<file path="src/rtl/e203_rst_seq.sv">
// e203_rst_seq
// -----------------------------------------------------------------------------
// Reset sequencer for the FPGA system top (clk_16M domain).
//
// Synchronizes the raw PLL locked flag and the raw MCU reset button, debounces
// the button and walks a four-state sequence:
//   HOLD       -> both resets asserted for at least MIN_ASSERT cycles
//   WAIT_LOCK  -> both resets asserted until LOCK_STABLE consecutive locked cycles
//   REL_PERIPH -> peripheral reset released, core held for PERIPH_TO_CORE cycles
//   RUN        -> both resets released
// Lock loss (REL_PERIPH/RUN) or a debounced button press (any state but HOLD)
// returns to HOLD and records the cause and a saturating entry count.
//
// Ports:
//   clk         in   16 MHz system clock
//   resetn      in   synchronous active-low reset
//   pll_locked  in   raw MMCM locked flag (asynchronous)
//   btn_rst     in   raw reset button, pressed = 1 (asynchronous)
//   periph_rst  out  peripheral reset, active-high (registered)
//   core_rst_n  out  SoC external reset, active-low (registered)
//   seq_state   out  current state: 0 HOLD, 1 WAIT_LOCK, 2 REL_PERIPH, 3 RUN
//   rst_cause   out  cause of last HOLD entry: 00 power-on, 01 button, 10 lock loss
//   rst_count   out  HOLD entries since resetn, saturating at 255
//
// Handshake: none; all inputs are level signals and all outputs are registered,
// so there is no combinational path from any input to any output.
// -----------------------------------------------------------------------------
module e203_rst_seq #(
    parameter int MIN_ASSERT     = 16,
    parameter int LOCK_STABLE    = 256,
    parameter int PERIPH_TO_CORE = 64,
    parameter int DEBOUNCE       = 16000,
    parameter int CNT_W          = 16
) (
    input  logic       clk,
    input  logic       resetn,
    input  logic       pll_locked,
    input  logic       btn_rst,
    output logic       periph_rst,
    output logic       core_rst_n,
    output logic [1:0] seq_state,
    output logic [1:0] rst_cause,
    output logic [7:0] rst_count
);

    typedef enum logic [1:0] {
        S_HOLD       = 2'd0,
        S_WAIT_LOCK  = 2'd1,
        S_REL_PERIPH = 2'd2,
        S_RUN        = 2'd3
    } state_t;

    // Terminal counts: a phase of N cycles ends when the counter shows N-1.
    localparam logic [CNT_W-1:0] CNT_ONE   = CNT_W'(1);
    localparam logic [CNT_W-1:0] HOLD_LAST = CNT_W'(MIN_ASSERT - 1);
    localparam logic [CNT_W-1:0] LOCK_LAST = CNT_W'(LOCK_STABLE - 1);
    localparam logic [CNT_W-1:0] P2C_LAST  = CNT_W'(PERIPH_TO_CORE - 1);
    localparam logic [CNT_W-1:0] DB_LAST   = CNT_W'(DEBOUNCE - 1);

    state_t           state;
    logic [CNT_W-1:0] phase_cnt;
    logic [CNT_W-1:0] db_cnt;

    logic lock_s1, lock_s;
    logic btn_s1, btn_s;
    logic btn_db, btn_db_d;

    logic lock_loss;
    logic btn_abort;

    // Two-flop synchronizers for both asynchronous inputs.
    always_ff @(posedge clk) begin
        if (!resetn) begin
            lock_s1 <= 1'b0;
            lock_s  <= 1'b0;
            btn_s1  <= 1'b0;
            btn_s   <= 1'b0;
        end else begin
            lock_s1 <= pll_locked;
            lock_s  <= lock_s1;
            btn_s1  <= btn_rst;
            btn_s   <= btn_s1;
        end
    end

    // Debounce: btn_db follows btn_s only after DEBOUNCE consecutive cycles of
    // disagreement; any agreeing cycle restarts the count.
    always_ff @(posedge clk) begin
        if (!resetn) begin
            db_cnt   <= '0;
            btn_db   <= 1'b0;
            btn_db_d <= 1'b0;
        end else begin
            btn_db_d <= btn_db;
            if (btn_s != btn_db) begin
                if (db_cnt == DB_LAST) begin
                    btn_db <= btn_s;
                    db_cnt <= '0;
                end else begin
                    db_cnt <= db_cnt + CNT_ONE;
                end
            end else begin
                db_cnt <= '0;
            end
        end
    end

    // Lock loss only aborts once the peripheral reset has been released; in
    // WAIT_LOCK a dropped lock just restarts the qualification count.
    assign lock_loss = !lock_s && (state == S_REL_PERIPH || state == S_RUN);
    assign btn_abort = btn_db && !btn_db_d && (state != S_HOLD);

    always_ff @(posedge clk) begin
        if (!resetn) begin
            state      <= S_HOLD;
            phase_cnt  <= '0;
            periph_rst <= 1'b1;
            core_rst_n <= 1'b0;
            rst_cause  <= 2'b00;
            rst_count  <= 8'd0;
        end else if (lock_loss || btn_abort) begin
            // Lock loss takes priority when both happen in the same cycle.
            state      <= S_HOLD;
            phase_cnt  <= '0;
            periph_rst <= 1'b1;
            core_rst_n <= 1'b0;
            rst_cause  <= lock_loss ? 2'b10 : 2'b01;
            if (rst_count != 8'hFF) begin
                rst_count <= rst_count + 8'd1;
            end
        end else begin
            case (state)
                S_HOLD: begin
                    // A held button freezes HOLD; the minimum assertion time
                    // is measured from the debounced release.
                    if (btn_db) begin
                        phase_cnt <= '0;
                    end else if (phase_cnt == HOLD_LAST) begin
                        state     <= S_WAIT_LOCK;
                        phase_cnt <= '0;
                    end else begin
                        phase_cnt <= phase_cnt + CNT_ONE;
                    end
                end
                S_WAIT_LOCK: begin
                    if (!lock_s) begin
                        phase_cnt <= '0;
                    end else if (phase_cnt == LOCK_LAST) begin
                        state      <= S_REL_PERIPH;
                        phase_cnt  <= '0;
                        periph_rst <= 1'b0;
                    end else begin
                        phase_cnt <= phase_cnt + CNT_ONE;
                    end
                end
                S_REL_PERIPH: begin
                    if (phase_cnt == P2C_LAST) begin
                        state      <= S_RUN;
                        phase_cnt  <= '0;
                        core_rst_n <= 1'b1;
                    end else begin
                        phase_cnt <= phase_cnt + CNT_ONE;
                    end
                end
                S_RUN: begin
                    phase_cnt <= '0;
                end
                default: begin
                    state      <= S_HOLD;
                    phase_cnt  <= '0;
                    periph_rst <= 1'b1;
                    core_rst_n <= 1'b0;
                end
            endcase
        end
    end

    assign seq_state = state;

endmodule

</file>
<file path="config.mk">
export PLATFORM = sky130hd
export DESIGN_NAME = e203_rst_seq
export DESIGN_NICKNAME = d
export VERILOG_FILES = /design/src/rtl/e203_rst_seq.sv
export SDC_FILE = /design/constraint.sdc
export NUM_CORES = 1
export LEC_CHECK = 0
export BUFFER_PORTS_ARGS = -buffer_cell sky130_fd_sc_hd__buf_2
export CAP_MARGIN = 20
export CELL_PAD_IN_SITES_DETAIL_PLACEMENT = 1
export CELL_PAD_IN_SITES_GLOBAL_PLACEMENT = 2
export CORE_ASPECT_RATIO = 1.4
export CORE_UTILIZATION = 37
export CTS_CLUSTER_DIAMETER = 200
export DETAILED_ROUTE_END_ITERATION = 8
export PLACE_DENSITY_LB_ADDON = 0.2
export SKIP_LAST_GASP = 1
export SLEW_MARGIN = 40
export SYNTH_ARGS = -nofsm -noshare
export SYNTH_HDL_FRONTEND = slang
export SYNTH_SLANG_ARGS = --single-unit
</file>
<file path="constraint.sdc">
create_clock -name clk -period 2.4 [get_ports clk]
set_clock_uncertainty 0.2 [all_clocks]
set_input_delay 0 -clock clk [delete_from_list [all_inputs] [get_ports clk]]
set_output_delay 0 -clock clk [all_outputs]
set_load 0.01 [all_outputs]
</file>
Word level (Yosys, flattened, before mapping)
Cells that the tools add are included.

storage, ports and cells
  register bits = 52
  output and inout bits = 14
  word-level logic and storage cells = 62

operators by class
  reductions and logical operators = 17
  bitwise gates (word level) = 2
  equal/unequal tests = 14
  add/subtract/negate cells = 3
  muxes and demuxes = 13

operators by type and width
  operator               number
  $mux 16                5
  $pmux 16 s4            1
  $add 16x1->16 const B  2
  $eq 16x14->1 const B   1
  $eq 16x4->1 const B    1
  $eq 16x6->1 const B    1
  $eq 16x8->1 const B    1
  $mux 2                 6
  $add 8x1->8 const B    1
  $ne 2x2->1 const B     4
  $ne 8x8->1 const B     1
  $pmux 2 s3             1
  $reduce_and 2->1       3
  $reduce_and 6->1       1
  $eq 2x2->1 const B     2
  $logic_and 1x1->1      3
  $reduce_and 3->1       1
  $reduce_bool 3->1      1
  $reduce_or 3->1        1
  $eq 2x1->1 const B     1
  $logic_not 1->1        2
  $logic_not 2->1        1
  $logic_or 1x1->1       2
  $ne 2x1->1 const B     1
  4 further kinds        5

Depth between registers and ports, before layout
  word-level depth = 5
  depth in mapped cells = 8

Worst setup path after synthesis
OpenSTA, ideal clock, no wires.

  path type = register to register
  from = register state[0], in the netlist seq_state[0]
  to = register rst_count[3]
  slack = 0.189 ns
  clock period less this slack = 2.211 ns
  path buffers = 1
  arrival = 1.938 ns
  stages on the path, launching flop included = 8
  required time = 2.127 ns
  cell sequence = dfxtp_1 > inv_1 > ha_1 > or3b_1 > buf_6 > o2bb2ai_4 > or3_1 > a21oi_1

on the way
  longest elaborated chain between the ends = 5
  elaborated cells on any way between the ends = 8
  those cells by class = eq/ne: 2; reduce/logical: 6

ends and longest elaborated chain
  what                                   line  RTL
  start, declared                        60    state_t state;
  start signal, assigned                 115   state <= S_HOLD;
  start signal, assigned                 123   state <= S_HOLD;
  start signal, assigned                 139   state <= S_WAIT_LOCK;
  $eq 2x2->1                             110   assign lock_loss = !lock_s && (state == S_REL_PERIPH || state == S_RUN);
  $logic_or 1x1->1                       110
  $logic_and 1x1->1                      110
  $logic_or 1x1->1 (*)                   121   end else if (lock_loss || btn_abort) begin
  $reduce_and 2->1 (no source line) (*)  n/a
  end signal, assigned                   129   rst_count <= rst_count + 8'd1;
  end, declared                          43    output logic [7:0] rst_count

Mark *: on every way between the ends. The rest lies on a longest branch, timed or not.
A chain may end at the register's enable or synchronous reset.

Final worst setup path
  from = register state[1], in the netlist seq_state[1]
  to = register rst_count[4]

Same word-level chain as after synthesis.

==> flow_summary.ini <==
[synth]
ys_top_cells_by_area = dfxtp_1, xnor2_1, nor2_1
yosysTopAreaCell = dfxtp_1
syn_area_um2 = 2350
syn_area_per_cell_um2 = 9.02
synth-seq-area-share_pct = 44.2
yosysTopAreaCellShare_pct = 44.2
yosysWarnings = 0
ys_ff_latch = 52
synth_cells = 261
syn_nets = 274
synth.distinct_cells = 38

[sta]
maxClockFrequency_mhz = 452
min_period_ns = 2.21
slew_headroom_pct = 62.8
fin_crit_sh_pct = 92.3
setup_viol = 0
hold_viol_final = 0
hold_ws_ns = 0.243
rsz0062_at_grt = no
fin_setup_tns_ns = 0
worst_pin_slew_ns = 0.558
final_max_slew_viol_count = 0
finalWorstSetupSlack_ns = 0.185

[final_layout]
nets = 299
seq_area_um2 = 1040
final_common_cell = dfxtp_1
final_cell_mix = dfxtp_1, nor2_1, nor3_1
multiInputGateArea_um2 = 1230
n_antenna_cell = 0
instances_no_fill = 358
final.fill_count = 745
syn2layout_area_growth_pct = 12.0
fin_area_um2 = 2640
drive_above_1_share_pct = 11.9

[routing]
vias = 1836
drc_errors = 0
via_per_inst = 5.13
wl_per_cell_um = 13.4
routed-wl-met3_um = 91
met2_length_mm = 2.49
top_layer_used = met4
met1_length_mm = 2.11
drt_iter0_drc = 78
drtAntennaViolNets = 0
dr.pass1.iters = 3
routed_wl_mm = 4.80

[worst_setup_path]
r2r_cells = 6
startpoint_type = flop
rrSetupSlack_ns = 0.19
reg2reg_from = seq_state[1]$_SDFFE_PP0P_
critPathMaxFanout = 9
worstPathArrival_ns = 2.25
r2r_end = rst_count[4]$_SDFFE_PN0P_
crit_type = flop to flop
crit_required_ns = 2.44
end_kind = flop

[power]
combPwrFrac_pct = 2.6
leakage_nw = 0.959
p_per_area_nw_per_um2 = 526
cell_internal_pwr_w = 0.00109
switching_power_w = 0.000301
max-vdd-ir-drop_v = 0.000185
clkPwrFrac_pct = 34.3
p_sw_share_pct = 21.7
p_seq_share_pct = 63.1

[grt]
grt_max_degree = 18
grt_first_pass_wirelength_mm = 8.29
grt_overflow = 0
antenna_found_initial = 0
grt_usage_pct = 15.5
grt_pass1_vias = 1862

[cts]
htreeDepth = 2
clkSinkCount = 52
clkLatencyLatePin_ns = 0.30
cts_tree = built
cts_buffer_depth = 2
clockRootBuffer = clkbuf_8
clk_pin_slew_worst_paths_ns = 0.09
cts_buffers = 5

[floorplanning]
start_util_pct = 38.2
dieArea_um2 = 6690
rows = 34
die_y_um = 96.4
die_w_um = 69.4
core_area_um2 = 6170
pin_count = 18

[placement]
dpl_cell_area_um2 = 2510
numPortBuffers = 17
hpwlAfterDp_mm = 3.43
place.gp.congestion = 0.736
dpl.cell_count = 346
post-place-ws_ns = 0.109

[status]
status = completed

[run]
maxCapViolCount = 0

[min_path]
hp-start = btn_s1$_SDFF_PN0_
hp-class = flop to flop
min_to = btn_s$_SDFF_PN0_
whs_path_depth = 1
power by group through the flow:
| stage | combinational, W | sequential (W) | clock [W] |
|---|---|---|---|
| floorplan | 0.0000212 | 0.000894 | 0 |
| finish | 0.0000355 | 0.000875 | 0.000476 |
| global placement | 0.0000303 | 0.000895 | 0 |
| global route | 0.0000406 | 0.000877 | 0.000535 |
| CTS | 0.0000368 | 0.000875 | 0.000507 |
| detailed placement | 0.0000306 | 0.000896 | 0 |
what timing repair did:
item / in CTS / in global routing
hold buffers: 5 / 0
setup buffers: 0 / 0
gates resized for setup: 0 / 1
endpoints found under the setup margin: 0 / 2
endpoints found under the hold margin: 18 / 0
worst max path at each step:
| stage | from | endpoint | cells after the start |
|---|---|---|---|
| floorplan | seq_state[0]$_SDFFE_PP0P_ | rst_count[3]$_SDFFE_PN0P_ | 7 |
| global placement | seq_state[1]$_SDFFE_PP0P_ | rst_count[3]$_SDFFE_PN0P_ | 6 |
| detailed placement | seq_state[1]$_SDFFE_PP0P_ | rst_count[4]$_SDFFE_PN0P_ | 6 |
| CTS | seq_state[1]$_SDFFE_PP0P_ | rst_count[4]$_SDFFE_PN0P_ | 6 |
| global route | seq_state[1]$_SDFFE_PP0P_ | rst_count[4]$_SDFFE_PN0P_ | 6 |
| finish | seq_state[1]$_SDFFE_PP0P_ | rst_count[4]$_SDFFE_PN0P_ | 6 |
routing by layer:
metal	up-vias	global-route usage (%)
li1	938	-
met4	0	7.31
met1	874	16.8
met2	15	29.3
met3	9	2.80
met5	-	0
state kept, by name, indices dropped and copies added, names as in the netlist, 2 cells and up:
register	count
db_cnt	16
phase_cnt	16
rst_count	8
rst_cause	2
seq_state	2
stage by stage:
step	power, W	util [%]
global placement	0.000926	40.6
floorplan	0.000915	-
CTS	0.00142	42.7
detailed placement	0.000926	40.6
global route	0.00145	42.8
finish	0.00139	42.8
critical path: stages, from the launching register on:
cell	delay (ns)
dfxtp_1	0.43
inv_1	0.11
ha_1	0.25
or3b_4	0.46
o2bb2ai_4	0.20
or3_1	0.36
a21oi_1	0.14
cell usage after synthesis:
library cell,count
dfxtp_1,52
nor2_1,32
nor3_1,23
xnor2_1,22
nand2_1,19
nand3_1,15
inv_1,10
xor2_1,10
and3_1,9
ha_1,9
nand4_1,7
a21oi_1,6
and2_1,6
mux2i_1,4
o21ai_0,4
a211oi_1,3
and4_1,3
nor4_1,3
buf_2,2
buf_4,2
nor4_2,2
or3_1,2
a22oi_1,1
a32oi_1,1
buf_6,1
clkbuf_1,1
clkbuf_2,1
clkinv_1,1
nand3_2,1
nor2b_1,1
nor3_2,1
nor4bb_1,1
o21bai_1,1
o22a_2,1
o2bb2ai_4,1
or2_2,1
or3b_1,1
or4_1,1
logic make-up (layout without fill, tap and decap cells):
group | after synthesis | after routing | synth area share (%)
simple gates | 128 | 128 | 28.1
flops | 52 | 52 | 44.2
xor+xnor | 32 | 32 | 11.9
compound gates | 18 | 18 | 5.69
buf+inv | 18 | 43 | 3.67
fa+ha+maj | 9 | 9 | 4.78
mux | 4 | 4 | 1.70
final cells by class:
cell class,count,share of cell area [%]
clock inverters,1,0.190
flip-flops and latches,52,39.5
repair buffers,25,5.98
multi-input cells,191,46.6
well taps,72,3.42
inverters,11,1.57
clock buffers,6,2.75
Power figures use the tool's default switching activity.
